**src/rtl/mem_stage_if.sv**
```systemverilog
// Data-cache request/response bundle between the memory stage and the data cache.
interface mem_stage_if #(
  parameter int WORD_W = 32
);
  logic              dmemREN;
  logic              dmemWEN;
  logic [WORD_W-1:0] dmemaddr;
  logic [WORD_W-1:0] dmemstore;
  logic              dhit;
  logic [WORD_W-1:0] dmemload;

  modport master (
    output dmemREN, dmemWEN, dmemaddr, dmemstore,
    input  dhit, dmemload
  );

  modport slave (
    input  dmemREN, dmemWEN, dmemaddr, dmemstore,
    output dhit, dmemload
  );
endinterface

```
**src/rtl/mem_stage.sv**
```systemverilog
// Memory stage: EX/MEM register, data-cache handshake FSM, MEM/WB register
// and the EX/MEM forwarding source.
module mem_stage #(
  parameter int WORD_W = 32,
  parameter int REG_W  = 5
) (
  input  logic              CLK,
  input  logic              nRST,
  input  logic              ihit,
  input  logic              flush,
  input  logic [WORD_W-1:0] nPC_in,
  input  logic              dREN_in,
  input  logic              dWEN_in,
  input  logic              regWr_in,
  input  logic [1:0]        regSel_in,
  input  logic [REG_W-1:0]  regDst_in,
  input  logic [WORD_W-1:0] ALUOut_in,
  input  logic [WORD_W-1:0] store_in,
  mem_stage_if.master       dcache,
  output logic              stall,
  output logic              fwdWr,
  output logic [REG_W-1:0]  fwdDst,
  output logic [WORD_W-1:0] fwdData,
  output logic              regWr_wb,
  output logic [REG_W-1:0]  regDst_wb,
  output logic [WORD_W-1:0] wdat_wb
);

  typedef logic [WORD_W-1:0] word_t;
  typedef logic [REG_W-1:0]  regbit_t;

  typedef enum logic [1:0] {
    IDLE = 2'd0,
    WAIT = 2'd1,
    HOLD = 2'd2
  } state_t;

  typedef struct packed {
    word_t      npc;
    logic       dren;
    logic       dwen;
    logic       regwr;
    logic [1:0] regsel;
    regbit_t    regdst;
    word_t      aluout;
    word_t      store;
  } exmem_t;

  state_t  state_reg, state_next;
  exmem_t  exmem_reg, exmem_load;
  word_t   ldbuf_reg, ldbuf_next;
  logic    regwr_wb_reg;
  regbit_t regdst_wb_reg;
  word_t   wdat_wb_reg, wdat_sel;
  logic    advance;
  logic    load_is_mem;

  assign stall   = (state_reg == WAIT);
  assign advance = ihit & ~stall;

  // A flushed slot is an all-zero bubble: no enables, no data.
  always_comb begin
    exmem_load = '0;
    if (!flush) begin
      exmem_load.npc    = nPC_in;
      exmem_load.dren   = dREN_in;
      exmem_load.dwen   = dWEN_in;
      exmem_load.regwr  = regWr_in;
      exmem_load.regsel = regSel_in;
      exmem_load.regdst = regDst_in;
      exmem_load.aluout = ALUOut_in;
      exmem_load.store  = store_in;
    end
  end

  assign load_is_mem = exmem_load.dren | exmem_load.dwen;

  always_comb begin
    state_next = state_reg;
    ldbuf_next = ldbuf_reg;
    case (state_reg)
      IDLE, HOLD: begin
        if (advance) begin
          state_next = load_is_mem ? WAIT : IDLE;
        end
      end
      WAIT: begin
        if (dcache.dhit) begin
          state_next = HOLD;
          if (exmem_reg.dren) begin
            ldbuf_next = dcache.dmemload;
          end
        end
      end
      default: state_next = IDLE;
    endcase
  end

  always_comb begin
    wdat_sel = exmem_reg.aluout;
    case (exmem_reg.regsel)
      2'd1:    wdat_sel = ldbuf_reg;
      2'd2:    wdat_sel = exmem_reg.npc;
      default: wdat_sel = exmem_reg.aluout;
    endcase
  end

  always_ff @(posedge CLK or negedge nRST) begin
    if (!nRST) begin
      state_reg     <= IDLE;
      exmem_reg     <= '0;
      ldbuf_reg     <= '0;
      regwr_wb_reg  <= 1'b0;
      regdst_wb_reg <= '0;
      wdat_wb_reg   <= '0;
    end else begin
      state_reg <= state_next;
      ldbuf_reg <= ldbuf_next;
      if (advance) begin
        exmem_reg     <= exmem_load;
        regwr_wb_reg  <= exmem_reg.regwr;
        regdst_wb_reg <= exmem_reg.regdst;
        wdat_wb_reg   <= wdat_sel;
      end
    end
  end

  // Requests are only live while waiting; HOLD keeps the captured data quiet.
  assign dcache.dmemREN   = exmem_reg.dren & (state_reg == WAIT);
  assign dcache.dmemWEN   = exmem_reg.dwen & (state_reg == WAIT);
  assign dcache.dmemaddr  = exmem_reg.aluout;
  assign dcache.dmemstore = exmem_reg.store;

  // Load data is not available in EX/MEM, so loads are never forwarded from here.
  assign fwdWr   = exmem_reg.regwr & (exmem_reg.regsel != 2'd1);
  assign fwdDst  = exmem_reg.regdst;
  assign fwdData = exmem_reg.aluout;

  assign regWr_wb  = regwr_wb_reg;
  assign regDst_wb = regdst_wb_reg;
  assign wdat_wb   = wdat_wb_reg;

endmodule

```
**src/flat_wrapper.sv**
```systemverilog
// flat-port wrapper written by rule: the top's interface ports become plain ports
module mem_stage_flat 
#(
  parameter int WORD_W = 32,
  parameter int REG_W  = 5
)
  (CLK, nRST, ihit, flush, nPC_in, dREN_in, dWEN_in, regWr_in, regSel_in, regDst_in, ALUOut_in, store_in, stall, fwdWr, fwdDst, fwdData, regWr_wb, regDst_wb, wdat_wb, dcache_dmemREN, dcache_dmemWEN, dcache_dmemaddr, dcache_dmemstore, dcache_dhit, dcache_dmemload);
  mem_stage_if #(.WORD_W(WORD_W)) dcache_i ();
  input  logic CLK;
  input  logic nRST;
  input  logic ihit;
  input  logic flush;
  input  logic [WORD_W-1:0] nPC_in;
  input  logic dREN_in;
  input  logic dWEN_in;
  input  logic regWr_in;
  input  logic [1:0] regSel_in;
  input  logic [REG_W-1:0] regDst_in;
  input  logic [WORD_W-1:0] ALUOut_in;
  input  logic [WORD_W-1:0] store_in;
  output logic stall;
  output logic fwdWr;
  output logic [REG_W-1:0] fwdDst;
  output logic [WORD_W-1:0] fwdData;
  output logic regWr_wb;
  output logic [REG_W-1:0] regDst_wb;
  output logic [WORD_W-1:0] wdat_wb;
  output wire logic [$bits(dcache_i.dmemREN)-1:0] dcache_dmemREN;
  output wire logic [$bits(dcache_i.dmemWEN)-1:0] dcache_dmemWEN;
  output wire logic [$bits(dcache_i.dmemaddr)-1:0] dcache_dmemaddr;
  output wire logic [$bits(dcache_i.dmemstore)-1:0] dcache_dmemstore;
  input wire logic [$bits(dcache_i.dhit)-1:0] dcache_dhit;
  input wire logic [$bits(dcache_i.dmemload)-1:0] dcache_dmemload;
  assign dcache_dmemREN = dcache_i.dmemREN;
  assign dcache_dmemWEN = dcache_i.dmemWEN;
  assign dcache_dmemaddr = dcache_i.dmemaddr;
  assign dcache_dmemstore = dcache_i.dmemstore;
  assign dcache_i.dhit = dcache_dhit;
  assign dcache_i.dmemload = dcache_dmemload;
  mem_stage #(.WORD_W(WORD_W), .REG_W(REG_W)) u_core (.CLK(CLK), .nRST(nRST), .ihit(ihit), .flush(flush), .nPC_in(nPC_in), .dREN_in(dREN_in), .dWEN_in(dWEN_in), .regWr_in(regWr_in), .regSel_in(regSel_in), .regDst_in(regDst_in), .ALUOut_in(ALUOut_in), .store_in(store_in), .dcache(dcache_i), .stall(stall), .fwdWr(fwdWr), .fwdDst(fwdDst), .fwdData(fwdData), .regWr_wb(regWr_wb), .regDst_wb(regDst_wb), .wdat_wb(wdat_wb));
endmodule
```
**config.mk**
```make
export PLATFORM = sky130hd
export DESIGN_NAME = mem_stage_flat
export DESIGN_NICKNAME = d
export VERILOG_FILES = /design/src/rtl/mem_stage_if.sv /design/src/rtl/mem_stage.sv /design/src/flat_wrapper.sv
export SDC_FILE = /design/constraint.sdc
export NUM_CORES = 1
export LEC_CHECK = 0
export CELL_PAD_IN_SITES_DETAIL_PLACEMENT = 1
export CELL_PAD_IN_SITES_GLOBAL_PLACEMENT = 1
export CORE_MARGIN = 2
export CORE_UTILIZATION = 39
export DETAILED_ROUTE_END_ITERATION = 16
export GPL_TIMING_DRIVEN = 1
export HOLD_SLACK_MARGIN = 0.15
export PLACE_DENSITY_LB_ADDON = 0.1
export SKIP_CTS_REPAIR_TIMING = 1
export SYNTH_ARGS = -nofsm -noshare
export SYNTH_HDL_FRONTEND = slang
export SYNTH_SLANG_ARGS = --single-unit
```
**constraint.sdc**
```tcl
create_clock -name CLK -period 3.1 [get_ports CLK]
set_clock_uncertainty 0.05 [all_clocks]
set_input_delay 0.62 -clock CLK [delete_from_list [all_inputs] [get_ports CLK]]
set_output_delay 0.62 -clock CLK [all_outputs]
set_load 0.02 [all_outputs]
```
After elaboration in Yosys (flattened, before gate mapping)
Cells that the tools add are included.

Register bits: 178. Output and inout port bits: 143.

Equal/unequal tests: 7. Multiplexer cells: 6. Bitwise operators: 6. Reductions and logical operators: 4.

Operators by type and width (count): two-way mux 106 bit (1); case mux 32 bit (2 select lines) (1); AND 1 bit (4); == test 2 x 1 -> 1 bit (second input constant) (2); == test 2 bit (second input constant) (2); two-way mux 2 bit (2); != test 2 x 1 -> 1 bit (second input constant) (2); case mux 2 bit (2 select lines) (1); AND reduction 3 bit (1); zero test 2 bit (1); != test 2 bit (second input constant) (1); AND reduction 2 bit (1); OR reduction 2 bit (1); two-way mux 1 bit (1); NOT 1 bit (1); bitwise OR 1 bit (1).

Logic depth before layout (Yosys ltp)
Word-level depth: 5. Gate-level depth with buffers: 7. Mapped depth without buffers: 5.

Worst setup path after synthesis
No wires, ideal clock.

Path type: register to output. Start point: reg u_core.exmem_reg[69] in the netlist's numbering. End point: out fwdWr. Arrival time: 1.137 ns. Slack: 1.293 ns. Stages on the path, launching flop included: 5. Cell sequence: dfrtp_1 -> ha_1 -> buf_2 -> buf_6 -> nor2b_1.

Word-level cells in the longest chain between the ends: 2.

Ends and longest elaborated chain: from (decl) (RTL line mem_stage.sv:50) `exmem_t exmem_reg, exmem_load;`; from (signal assigned) (RTL line mem_stage.sv:120) `exmem_reg <= exmem_load;`; != test 2 x 1 -> 1 bit (RTL line mem_stage.sv:135) `assign fwdWr = exmem_reg.regwr & (exmem_reg.regsel != 2'd1);`; AND 1 bit (RTL line mem_stage.sv:135); to (decl) (RTL line flat_wrapper.sv:22) `output logic fwdWr;`.

No other way between the ends.

Worst setup path after layout
Start point: reg u_core.state_reg[1]. End point: out dcache_dmemREN.

Word-level cells in the longest chain between the ends: 2.

Ends and longest elaborated chain: from (decl) (RTL line mem_stage.sv:49) `state_t state_reg, state_next;`; from (signal assigned) (RTL line mem_stage.sv:117) `state_reg <= state_next;`; == test 2 x 1 -> 1 bit (RTL line mem_stage.sv:129) `assign dcache.dmemREN = exmem_reg.dren & (state_reg == WAIT);`; AND 1 bit (RTL line mem_stage.sv:129); to (decl) (RTL line flat_wrapper.sv:28) `output wire logic [$bits(dcache_i.dmemREN)-1:0] dcache_dmemREN;`.

No other way between the ends.

==> key figures <==
Status
  • Outcome: completed

Timing
  • Number of slew-limit violations in the final report: 0
  • Portion of the clock cycle consumed by the worst path in the final layout: 82.8%
  • Setup repair after global routing missed its margin: false
  • Fmax: 389 MHz
  • Actual slew at the worst max-slew pin: 1.01 ns
  • Worst slew margin: 32.7%
  • Post-route minimum period: ~2.6 ns
  • Worst hold margin: 0.157 ns
  • Count of final setup violators: 0
  • Post-layout worst setup margin: 0.532 ns
  • Final-layout setup total negative slack: 0 ns
  • Hold Fails Final Rpt: 0

Finish
  • Filler cell count: between 2000 and 2500
  • Multi-input gate area: ~3300 um^2
  • Storage element area: 4450 um^2
  • Max reg flops: 37
  • Most frequent standard cell in the layout excluding fill and tap cells: sky130_fd_sc_hd__clkdlybuf4s50_1
  • Layout Nets: 1034
  • Fin area: 11900 um^2
  • Share of the core filled with cells: 52.7%
  • Leading cell types in the layout, fill and taps excluded: 283 x sky130_fd_sc_hd__clkdlybuf4s50_1, 178 x sky130_fd_sc_hd__dfrtp_1, 99 x sky130_fd_sc_hd__mux2_2
  • Share of final-layout standard cells stronger than drive strength 1: 20.0%
  • Final cell count without fillers: 1189
  • Syn-to-layout area delta: 33.3%

Clock tree
  • Number of buffers on the longest clock path: 2
  • Clock-pin transition on the worst setup and hold timing paths: ~0.07 ns
  • H-tree level count: 4
  • Total CTS buffers: 17
  • TritonCTS clock tree: yes
  • Clock Sink Count: 178
  • Insertion delay to the later sink of the worst-skew pair: 0.43 ns
  • Clk root buf: sky130_fd_sc_hd__clkbuf_16

Route
  • Post-detailed-routing wire length: 23000 um
  • Drt initial violations: 181
  • Vias per cell: 4.95
  • Number of optimization iterations in the first detailed-route pass: 4
  • Remaining routing DRC violations: 0
  • WL per Instance: just under 20 um
  • Number of nets with antenna violations after detailed routing: 0
  • Routed via count: ~6000

GRT
  • Aggregate global-route resource usage: 19.7%
  • Wire length of the first global-routing pass: 36500 um
  • Maximum number of pins on one net before global-route repair: 76
  • Final global-route overflow total: 0
  • Vias in the first global route: roughly 6500
  • Number of antenna violations at the first check in global routing: 2

Worst setup path
  • Critical register-to-register path startpoint: u_core.exmem_reg[69]
  • FF-to-FF setup slack: 0.73 ns
  • CP Data Arrival Time: 1.90 ns
  • CP Class: flop to primary output
  • Worst-path fanout max: 5
  • Endpoint type of the worst setup path: primary output
  • CP startpoint: u_core.state_reg[1]
  • Worst-case reg-to-reg path depth: 6
  • RR Endpoint: u_core.wdat_wb[10]
  • Required time reported for the critical path endpoint: approximately 2.4 ns
  • CP Launch Type: flop
  • Worst Setup EP: dcache_dmemREN

Power
  • Peak supply drop: between 0.0003 and 0.0004 V
  • Total chip power: 8.54 mW
  • Leak Pwr: 5.30 nW
  • P per Cell Area: 720 nW/um^2

Synth
  • Share of the synthesized area in the top cell type: 50.1%
  • Number of storage elements in the synthesis netlist: 178
  • Synth Area per Inst: ~12 um^2
  • Post-Synthesis Cell Area: 8900 um^2
  • Mapped Cells: about 720
  • Largest area contributor in the netlist: sky130_fd_sc_hd__dfrtp_1
  • Number of different library cells in the post-synthesis netlist: 25
  • Share of the yosys chip area belonging to registers: 50.1%
  • Total nets after synthesis: 862
  • Synthesis warning total: 0
  • Leading post-synthesis cells by cell area: sky130_fd_sc_hd__dfrtp_1 50%, sky130_fd_sc_hd__mux2_2 13%, sky130_fd_sc_hd__buf_4 8.8%

Placement
  • Placed standard-cell area: 11300 um^2
  • DP Wirelength: about 16000 um
  • Worst-case setup slack after placement: 0.573 ns
  • Placer congestion estimate: 0.734
  • Port bufs: 285
  • Placed cells: 1155

Floorplanning
  • Horiz. Die Dim: 155 um
  • Die area: 24000 um^2
  • Core area: 22500 um^2
  • Core Rows: 55
  • Initial Utilization: 39.5%
  • Vert. Die Dim: roughly 160 um
  • Top-Level Pins: 286

Flow run
  • Maxcap violations: 0

Worst hold path
  • Type of the worst min-delay path: primary input to asynchronous set/reset pin
[Yosys cell counts, drive strengths merged]
cell	number
dfrtp	178
mux2	142
buf	130
nor2b	63
nand2b	36
inv	35
mux2i	34
a21oi	32
a221oi	32
clkbuf	14
and2b	10
and2	2
ha	2
nand2	2
o21ai	2
nand3	1
nor2	1
o211ai	1
[worst max-delay path: stages (launching register included)]
cell                              delay [ns]
sky130_fd_sc_hd__dfrtp_1                0.39
sky130_fd_sc_hd__nand2b_4               0.18
sky130_fd_sc_hd__inv_2                  0.12
sky130_fd_sc_hd__and2_1                 0.18
sky130_fd_sc_hd__clkdlybuf4s50_1        0.61
[worst min-delay path by stage]
stage | from | endpoint | slack (ns) | cells past startpoint
after floorplan | nRST | u_core.dcache.dmemaddr[0] | 0.27 | 0
after global placement | u_core.exmem_reg[93] | u_core.exmem_reg[93] | 0.43 | 1
after detailed placement | u_core.exmem_reg[93] | u_core.exmem_reg[93] | 0.44 | 1
after CTS | nRST | u_core.dcache.dmemaddr[5] | 0.18 | 1
after global routing | nRST | u_core.wdat_wb[5] | 0.19 | 1
final | nRST | u_core.dcache.dmemaddr[5] | 0.16 | 1
[cells by family after synthesis]
| logic type | Yosys count | share of synthesized area [%] |
|---|---|---|
| flip-flops | 178 | 50.1 |
| buffers and inverters | 179 | 13.0 |
| AO/OA/AOI/OAI | 67 | 5.15 |
| multiplexers | 176 | 23.1 |
| adder cells (fa/ha/maj) | 2 | 0.281 |
| AND/OR/NAND/NOR | 115 | 8.44 |
[per-layer routing]
metal	routed length, um	up-vias	track usage (%)
met2	11400	194	33.2
met4	284	0	5.16
met3	1590	22	6.52
met5	0	-	0
met1	9730	3008	24.3
li1	-	2663	-
[power by group]
group,internal [mW],switching [mW]
registers,2.95,0.390
logic,1.64,1.37
clock network,1.22,0.960
[final cells by class]
| cell class | instances | share of cell area, % |
|---|---|---|
| Antenna cell | 2 | 0.0422 |
| Clock inverter | 13 | 1.26 |
| Timing Repair Buffer | 297 | 25.5 |
| Inverter | 35 | 1.11 |
| Clock buffer | 19 | 3.74 |
| Sequential cell | 178 | 37.6 |
| Multi-Input combinational cell | 360 | 27.8 |
| Tap cell | 285 | 3.01 |
Power figures use the tool's default switching activity.
